### src/rtl/integral_image_gen_if.sv
// Handshake bundle for integral_image_gen.
//   pix_*  : raster pixel stream into the generator (valid/ready, eot markers)
//   ii_*   : integral image output stream (valid/ready, eot markers)
//   sii_*  : squared integral image output stream (valid/ready, eot markers)
//   eot_err: sticky flag raised when upstream eot markers disagree with position
// Modports: slave = generator side, master = environment/producer-consumer side.
interface integral_image_gen_if #(
    parameter int W_PIX = 8,
    parameter int W_II  = 18,
    parameter int W_SII = 26
);
    logic             pix_valid;
    logic             pix_ready;
    logic [W_PIX-1:0] pix_data;
    logic [1:0]       pix_eot;
    logic             ii_valid;
    logic             ii_ready;
    logic [W_II-1:0]  ii_data;
    logic [1:0]       ii_eot;
    logic             sii_valid;
    logic             sii_ready;
    logic [W_SII-1:0] sii_data;
    logic [1:0]       sii_eot;
    logic             eot_err;

    modport slave (
        input  pix_valid, pix_data, pix_eot, ii_ready, sii_ready,
        output pix_ready, ii_valid, ii_data, ii_eot, sii_valid, sii_data, sii_eot, eot_err
    );

    modport master (
        output pix_valid, pix_data, pix_eot, ii_ready, sii_ready,
        input  pix_ready, ii_valid, ii_data, ii_eot, sii_valid, sii_data, sii_eot, eot_err
    );
endinterface

### src/rtl/integral_image_gen.sv
// integral_image_gen: turns one detection window of raster pixels into the
// integral image and the squared integral image, one word of each per pixel,
// one cycle after the pixel is accepted.
// Ports:
//   clk  : clock
//   rst  : asynchronous active-high reset
//   bus  : integral_image_gen_if.slave (pixel input, ii/sii outputs, eot_err)
module integral_image_gen #(
    parameter int W_PIX         = 8,
    parameter int WINDOW_HEIGHT = 24,
    parameter int WINDOW_WIDTH  = 24,
    parameter int W_II          = 18,
    parameter int W_SII         = 26
) (
    input logic                  clk,
    input logic                  rst,
    integral_image_gen_if.slave  bus
);
    localparam int W_COL = (WINDOW_WIDTH  > 1) ? $clog2(WINDOW_WIDTH)  : 1;
    localparam int W_ROW = (WINDOW_HEIGHT > 1) ? $clog2(WINDOW_HEIGHT) : 1;
    localparam logic [W_COL-1:0] COL_LAST = W_COL'(WINDOW_WIDTH - 1);
    localparam logic [W_ROW-1:0] ROW_LAST = W_ROW'(WINDOW_HEIGHT - 1);

    logic [W_COL-1:0] col;
    logic [W_ROW-1:0] row;
    logic [W_II-1:0]  row_sum;
    logic [W_SII-1:0] row_sq;
    logic [W_II-1:0]  lb_ii  [WINDOW_WIDTH];
    logic [W_SII-1:0] lb_sii [WINDOW_WIDTH];

    logic             ii_valid;
    logic [W_II-1:0]  ii_data;
    logic [1:0]       ii_eot;
    logic             sii_valid;
    logic [W_SII-1:0] sii_data;
    logic [1:0]       sii_eot;
    logic             eot_err;

    logic               pix_ready;
    logic               accept;
    logic               col_last;
    logic               row_last;
    logic [1:0]         eot_exp;
    logic [2*W_PIX-1:0] pix_sq;
    logic [W_II-1:0]    rs_next;
    logic [W_SII-1:0]   rq_next;
    logic [W_II-1:0]    ii_next;
    logic [W_SII-1:0]   sii_next;

    // A slot counts as free if it is empty or is handing off its word this
    // cycle; both slots must be free since they are loaded together.
    assign pix_ready = (~ii_valid | bus.ii_ready) & (~sii_valid | bus.sii_ready);
    assign accept    = bus.pix_valid & pix_ready;

    assign col_last = (col == COL_LAST);
    assign row_last = (row == ROW_LAST);
    assign eot_exp  = {col_last & row_last, col_last};

    always_comb begin
        pix_sq   = {{W_PIX{1'b0}}, bus.pix_data} * {{W_PIX{1'b0}}, bus.pix_data};
        rs_next  = ((col == '0) ? '0 : row_sum) + W_II'(bus.pix_data);
        rq_next  = ((col == '0) ? '0 : row_sq) + W_SII'(pix_sq);
        // Row 0 ignores the line buffers, so stale data from a previous frame
        // never needs clearing.
        ii_next  = rs_next + ((row == '0) ? '0 : lb_ii[col]);
        sii_next = rq_next + ((row == '0) ? '0 : lb_sii[col]);
    end

    always_ff @(posedge clk or posedge rst) begin
        if (rst) begin
            col       <= '0;
            row       <= '0;
            row_sum   <= '0;
            row_sq    <= '0;
            ii_valid  <= 1'b0;
            ii_data   <= '0;
            ii_eot    <= '0;
            sii_valid <= 1'b0;
            sii_data  <= '0;
            sii_eot   <= '0;
            eot_err   <= 1'b0;
            for (int i = 0; i < WINDOW_WIDTH; i++) begin
                lb_ii[i]  <= '0;
                lb_sii[i] <= '0;
            end
        end else begin
            if (accept) begin
                row_sum     <= rs_next;
                row_sq      <= rq_next;
                lb_ii[col]  <= ii_next;
                lb_sii[col] <= sii_next;
                if (col_last) begin
                    col <= '0;
                    row <= row_last ? '0 : row + 1'b1;
                end else begin
                    col <= col + 1'b1;
                end
                // Counters stay authoritative; a bad marker is only flagged.
                if (bus.pix_eot != eot_exp) begin
                    eot_err <= 1'b1;
                end
            end

            if (accept) begin
                ii_valid <= 1'b1;
                ii_data  <= ii_next;
                ii_eot   <= eot_exp;
            end else if (bus.ii_ready) begin
                ii_valid <= 1'b0;
            end

            if (accept) begin
                sii_valid <= 1'b1;
                sii_data  <= sii_next;
                sii_eot   <= eot_exp;
            end else if (bus.sii_ready) begin
                sii_valid <= 1'b0;
            end
        end
    end

    assign bus.pix_ready = pix_ready;
    assign bus.ii_valid  = ii_valid;
    assign bus.ii_data   = ii_data;
    assign bus.ii_eot    = ii_eot;
    assign bus.sii_valid = sii_valid;
    assign bus.sii_data  = sii_data;
    assign bus.sii_eot   = sii_eot;
    assign bus.eot_err   = eot_err;
endmodule

### src/flat_wrapper.sv
// flat-port wrapper written by rule: the top's interface ports become plain ports
module integral_image_gen_flat 
#(
    parameter int W_PIX         = 8,
    parameter int WINDOW_HEIGHT = 24,
    parameter int WINDOW_WIDTH  = 24,
    parameter int W_II          = 18,
    parameter int W_SII         = 26
)
  (clk, rst, bus_pix_valid, bus_pix_data, bus_pix_eot, bus_ii_ready, bus_sii_ready, bus_pix_ready, bus_ii_valid, bus_ii_data, bus_ii_eot, bus_sii_valid, bus_sii_data, bus_sii_eot, bus_eot_err);
  integral_image_gen_if #(.W_PIX(W_PIX), .W_II(W_II), .W_SII(W_SII)) bus_i ();
  input logic clk;
  input logic rst;
  input wire logic [$bits(bus_i.pix_valid)-1:0] bus_pix_valid;
  input wire logic [$bits(bus_i.pix_data)-1:0] bus_pix_data;
  input wire logic [$bits(bus_i.pix_eot)-1:0] bus_pix_eot;
  input wire logic [$bits(bus_i.ii_ready)-1:0] bus_ii_ready;
  input wire logic [$bits(bus_i.sii_ready)-1:0] bus_sii_ready;
  output wire logic [$bits(bus_i.pix_ready)-1:0] bus_pix_ready;
  output wire logic [$bits(bus_i.ii_valid)-1:0] bus_ii_valid;
  output wire logic [$bits(bus_i.ii_data)-1:0] bus_ii_data;
  output wire logic [$bits(bus_i.ii_eot)-1:0] bus_ii_eot;
  output wire logic [$bits(bus_i.sii_valid)-1:0] bus_sii_valid;
  output wire logic [$bits(bus_i.sii_data)-1:0] bus_sii_data;
  output wire logic [$bits(bus_i.sii_eot)-1:0] bus_sii_eot;
  output wire logic [$bits(bus_i.eot_err)-1:0] bus_eot_err;
  assign bus_i.pix_valid = bus_pix_valid;
  assign bus_i.pix_data = bus_pix_data;
  assign bus_i.pix_eot = bus_pix_eot;
  assign bus_i.ii_ready = bus_ii_ready;
  assign bus_i.sii_ready = bus_sii_ready;
  assign bus_pix_ready = bus_i.pix_ready;
  assign bus_ii_valid = bus_i.ii_valid;
  assign bus_ii_data = bus_i.ii_data;
  assign bus_ii_eot = bus_i.ii_eot;
  assign bus_sii_valid = bus_i.sii_valid;
  assign bus_sii_data = bus_i.sii_data;
  assign bus_sii_eot = bus_i.sii_eot;
  assign bus_eot_err = bus_i.eot_err;
  integral_image_gen #(.W_PIX(W_PIX), .WINDOW_HEIGHT(WINDOW_HEIGHT), .WINDOW_WIDTH(WINDOW_WIDTH), .W_II(W_II), .W_SII(W_SII)) u_core (.clk(clk), .rst(rst), .bus(bus_i));
endmodule
### config.mk
export PLATFORM = sky130hd
export DESIGN_NAME = integral_image_gen_flat
export DESIGN_NICKNAME = d
export VERILOG_FILES = /design/src/rtl/integral_image_gen_if.sv /design/src/rtl/integral_image_gen.sv /design/src/flat_wrapper.sv
export SDC_FILE = /design/constraint.sdc
export NUM_CORES = 2
export LEC_CHECK = 0
export ABC_AREA = 1
export BUFFER_PORTS_ARGS = -buffer_cell sky130_fd_sc_hd__buf_2
export CAP_MARGIN = 10
export CORE_MARGIN = 3
export CORE_UTILIZATION = 55
export DETAILED_ROUTE_END_ITERATION = 12
export PLACE_DENSITY = 0.71
export REMOVE_ABC_BUFFERS = 1
export SETUP_SLACK_MARGIN = 0.3
export SLEW_MARGIN = 10
export SYNTH_ARGS = -nofsm -noshare
export SYNTH_HDL_FRONTEND = slang
export SYNTH_SLANG_ARGS = --single-unit
### constraint.sdc
create_clock -name clk -period 57.6 [get_ports clk]
set_input_delay 0 -clock clk [delete_from_list [all_inputs] [get_ports clk]]
set_output_delay 0 -clock clk [all_outputs]
set_load 0.01 [all_outputs]
==> results.md <==
- Based on the critical path, the design can be clocked at up to 0.1162 GHz.
- The tightest min-delay check is of the in2reg type.
- The worst setup path is launched from a flip-flop.
- In this run the remaining antenna-violating nets after routing total 0.
- The commonest cells after synthesis are sky130_fd_sc_hd__nand2_1, sky130_fd_sc_hd__o21ai_0, sky130_fd_sc_hd__dfrtp_1.
- The post-cts resize count is 0.
- The first global-routing pass estimated 286.4 mm of wire.
- The initial antenna violation count is 4.
- The die width is 328.8 um.
- The area growth from synthesis to layout is 8.937%.
- The setup clock skew after layout is 0.02675 ns.
- The master of the slowest instance on the critical path is sky130_fd_sc_hd__nand4_1.
- The number of global-route vias before repair is 48,120.
- In the global route stage, overall resource usage came out at 0.3425.
- The detail-routed via count per cell is 6.111.
- The most instantiated library cell after synthesis is sky130_fd_sc_hd__nand2_1.
- The total of hold buffers inserted after clock tree synthesis is 10.
- In this run the core area contains 117 standard-cell rows.
- The start point of the critical path is u_core.col[0].
- The later-pin clock latency in the skew report is 0.73 ns.
- The first-pass detailed-route iteration total is 6.
- The maximum clock path buffer count is 3.
- Measured against its own limit, the worst slew margin works out to 0.1927.
- TritonCTS built the clock tree.
- The number of endpoints failing setup at the final stage is 0.
- The transition time at the pin with the least slew margin is 1.210 ns.
- The number of vias after detailed routing is 51,340.
- The endpoint class of the critical path is a flip-flop.
- Setup repair after global routing left no endpoint under its margin.
- The number of pins with negative max-slew slack in the final report is 0.
- Ranked by total cell area, the synthesized netlist is headed by sky130_fd_sc_hd__dfrtp_1, sky130_fd_sc_hd__nand2_1, sky130_fd_sc_hd__o21ai_0.
- For this block, the routed nets add up to 186.4 mm of wire.
- For this run, the slowest stage of the critical path takes 0.87 ns.
- The global route total overflow is 0.
- The routability congestion estimate is 0.9500.
- The startpoint of the tightest hold check path is bus_pix_data[1].
- The number of nets in the finished design is 7,082.
- The number of I/O pins is 67.
- Once placement completed, the tool counted placed cells totaling 8,163.
- The number of warnings printed during yosys synthesis is 0.
- Data on the critical path is required at its endpoint by 58.17 ns.
- The most used flip-flop cell after synthesis is sky130_fd_sc_hd__dfrtp_1.
- The initial utilization of the core area, before any placement, comes to 0.5586.
- The count of port buffers added during placement is 66.
- Final hold analysis gives a worst-case slack of 0.07096 ns.
- After synthesis the netlist holds a flip-flop and latch count of 1,159.
- The placed wire-length estimate is 103.7 mm.
- The run finished with clean final reports.
- The largest net degree at the start of global routing is 191.
- The first routing iteration left 6,907 violations.
- The tool flagged a number of max-cap violations equal to 0.
- In the finished design, the share of the clock period the worst path needs comes to 0.1494.
- Data on the critical path arrives at its endpoint at 9.18 ns.
- The critical register-to-register path startpoint is u_core.col[0].
- In the routed design, unresolved DRC markers number 0.
- The finished layout holds 8,401 standard cells, fillers aside.
- The fraction of layout cells with a size suffix above 1 is 0.06687.
- Buffers added to address setup during post-CTS repair amount to 0.
- The H-tree level count is 3.
- The area of the core region is 102,600 um^2.
- The number of different library cells used by synthesis comes to 46.
- The share of the synthesized area in the top cell type is 0.5060.
- The number of hold-slack violations in the final timing report is 0.
- After technology mapping, the gate count stands at 7,203.
- The mapped netlist covers 57,320 um^2.
- The vertical extent of the die is 328.8 um.
- The sequential cell area fraction in the yosys report is 0.5060.
- The maximum fanout along the worst path is 88.
- The clock-pin slew on the worst setup and hold paths is 0.07 ns.
- CTS placed an instance of sky130_fd_sc_hd__clkbuf_16 at the clock tree root.
- The critical path class is reg2reg.
- The minimum period implied by the final worst setup slack is 8.603 ns.
- By instance count, the cell type seen most on the critical path is sky130_fd_sc_hd__nand2_1.
- The total negative slack for setup checks is 0 ns.
- The synthesized design spends more area on one cell type than any other, namely sky130_fd_sc_hd__dfrtp_1.
- The count of flip-flops with a built-in enable after synthesis is 0.
- TritonCTS created 121 clock buffers.
- The number of clock sinks is 1,159.
- Counting flops with an async set or reset pin after synthesis yields a share of 1.000.
- The area of the die is 108,100 um^2.
- For this run, the share of the core covered by cells in the final layout is 0.6085.
- After detailed routing, the average wire length per cell comes to 22.19 um.
- After synthesis, the mean cell area works out to 7.958 um^2.
- The number of fillers in the final layout is 9,126.
[path summary, 6_finish.rpt]
| path | endpoint | slack, ns | cells past startpoint |
|---|---|---|---|
| max | u_core.lb_sii[76] | 49.00 | 33 |
| max in group asynchronous | u_core.col[0] | 53.05 | 8 |
| min | u_core.row_sum[1] | 0.07 | 4 |
| min in group asynchronous | u_core.bus.sii_data[8] | 0.53 | 4 |
| max reg2reg | u_core.lb_sii[76] | 49.00 | 33 |
| min reg2reg | u_core.bus.eot_err | 0.47 | 1 |
[placed cells by master, fill, tap and decap left out, drive strengths merged, types with 36 or more instances in the layout]
cell    count
nand2    2076
o21ai    1343
xor2       36
nor2      570
a21oi     160
buf       159
a22o       71
dfrtp    1159
ha         99
clkbuf    179
nand3     406
a31oi      43
fa         40
inv       328
o22ai     189
[registers in the layout, summed over array words and instances (netlist names)]
name / cells
u_core.lb_ii: 432
u_core.row: 5
u_core.bus.ii_data: 18
u_core.col: 5
u_core.bus.ii_valid: 1
u_core.row_sum: 18
u_core.bus.ii_eot: 2
u_core.bus.sii_data: 26
u_core.lb_sii: 624
u_core.bus.eot_err: 1
u_core.bus.sii_valid: 1
u_core.row_sq: 26
[cell type report]
class	count	area [um^2]	area share
flip-flops and latches	1159	29010	0.4646
clock buffers	179	3659	0.05859
diodes	4	10.01	0.0001603
well taps	1368	1712	0.02741
repair buffers	169	1191	0.01908
clock inverters	45	565.5	0.009057
multi-input cells	5144	25020	0.4007
inverters	333	1272	0.02038
[per-stage QoR]
step           cell area, um^2  setup WS [ns]
2_1_floorplan            55050          24.96
5_1_grt                  62430          48.40
3_3_place_gp             58110          49.13
6_report                 62440          49.00
3_5_place_dp             58110          49.15
4_1_cts                  62430          49.11
[worst max-delay path, delay by kind of cell (launching register included)]
family | cells | cell delay [ns]
adder cells (fa/ha/maj) | 7 | 3.03
AND/OR/NAND/NOR | 14 | 2.73
buffers and inverters | 6 | 1.07
AO/OA/AOI/OAI | 5 | 0.73
flip-flops | 1 | 0.63
XOR/XNOR | 1 | 0.18
[kinds of logic after synthesis]
family / after synthesis / synth area share
buffers and inverters: 900 / 0.06140
AND/OR/NAND/NOR: 3117 / 0.2175
AO/OA/AOI/OAI: 1835 / 0.1715
adder cells (fa/ha/maj): 139 / 0.03558
XOR/XNOR: 53 / 0.008098
flip-flops: 1159 / 0.5060
[per-layer routing]
metal,GRT usage,wire length [um],vias up
met5,0,0,-
met4,0.1444,8565,0
met3,0.06852,19950,545
met2,0.5139,80900,2721
met1,0.4869,76990,24960
li1,-,-,23120
Power is left out: the tool's default activity adds up to more than one toggle a clock period on the data nets, which glitch-free logic cannot reach.
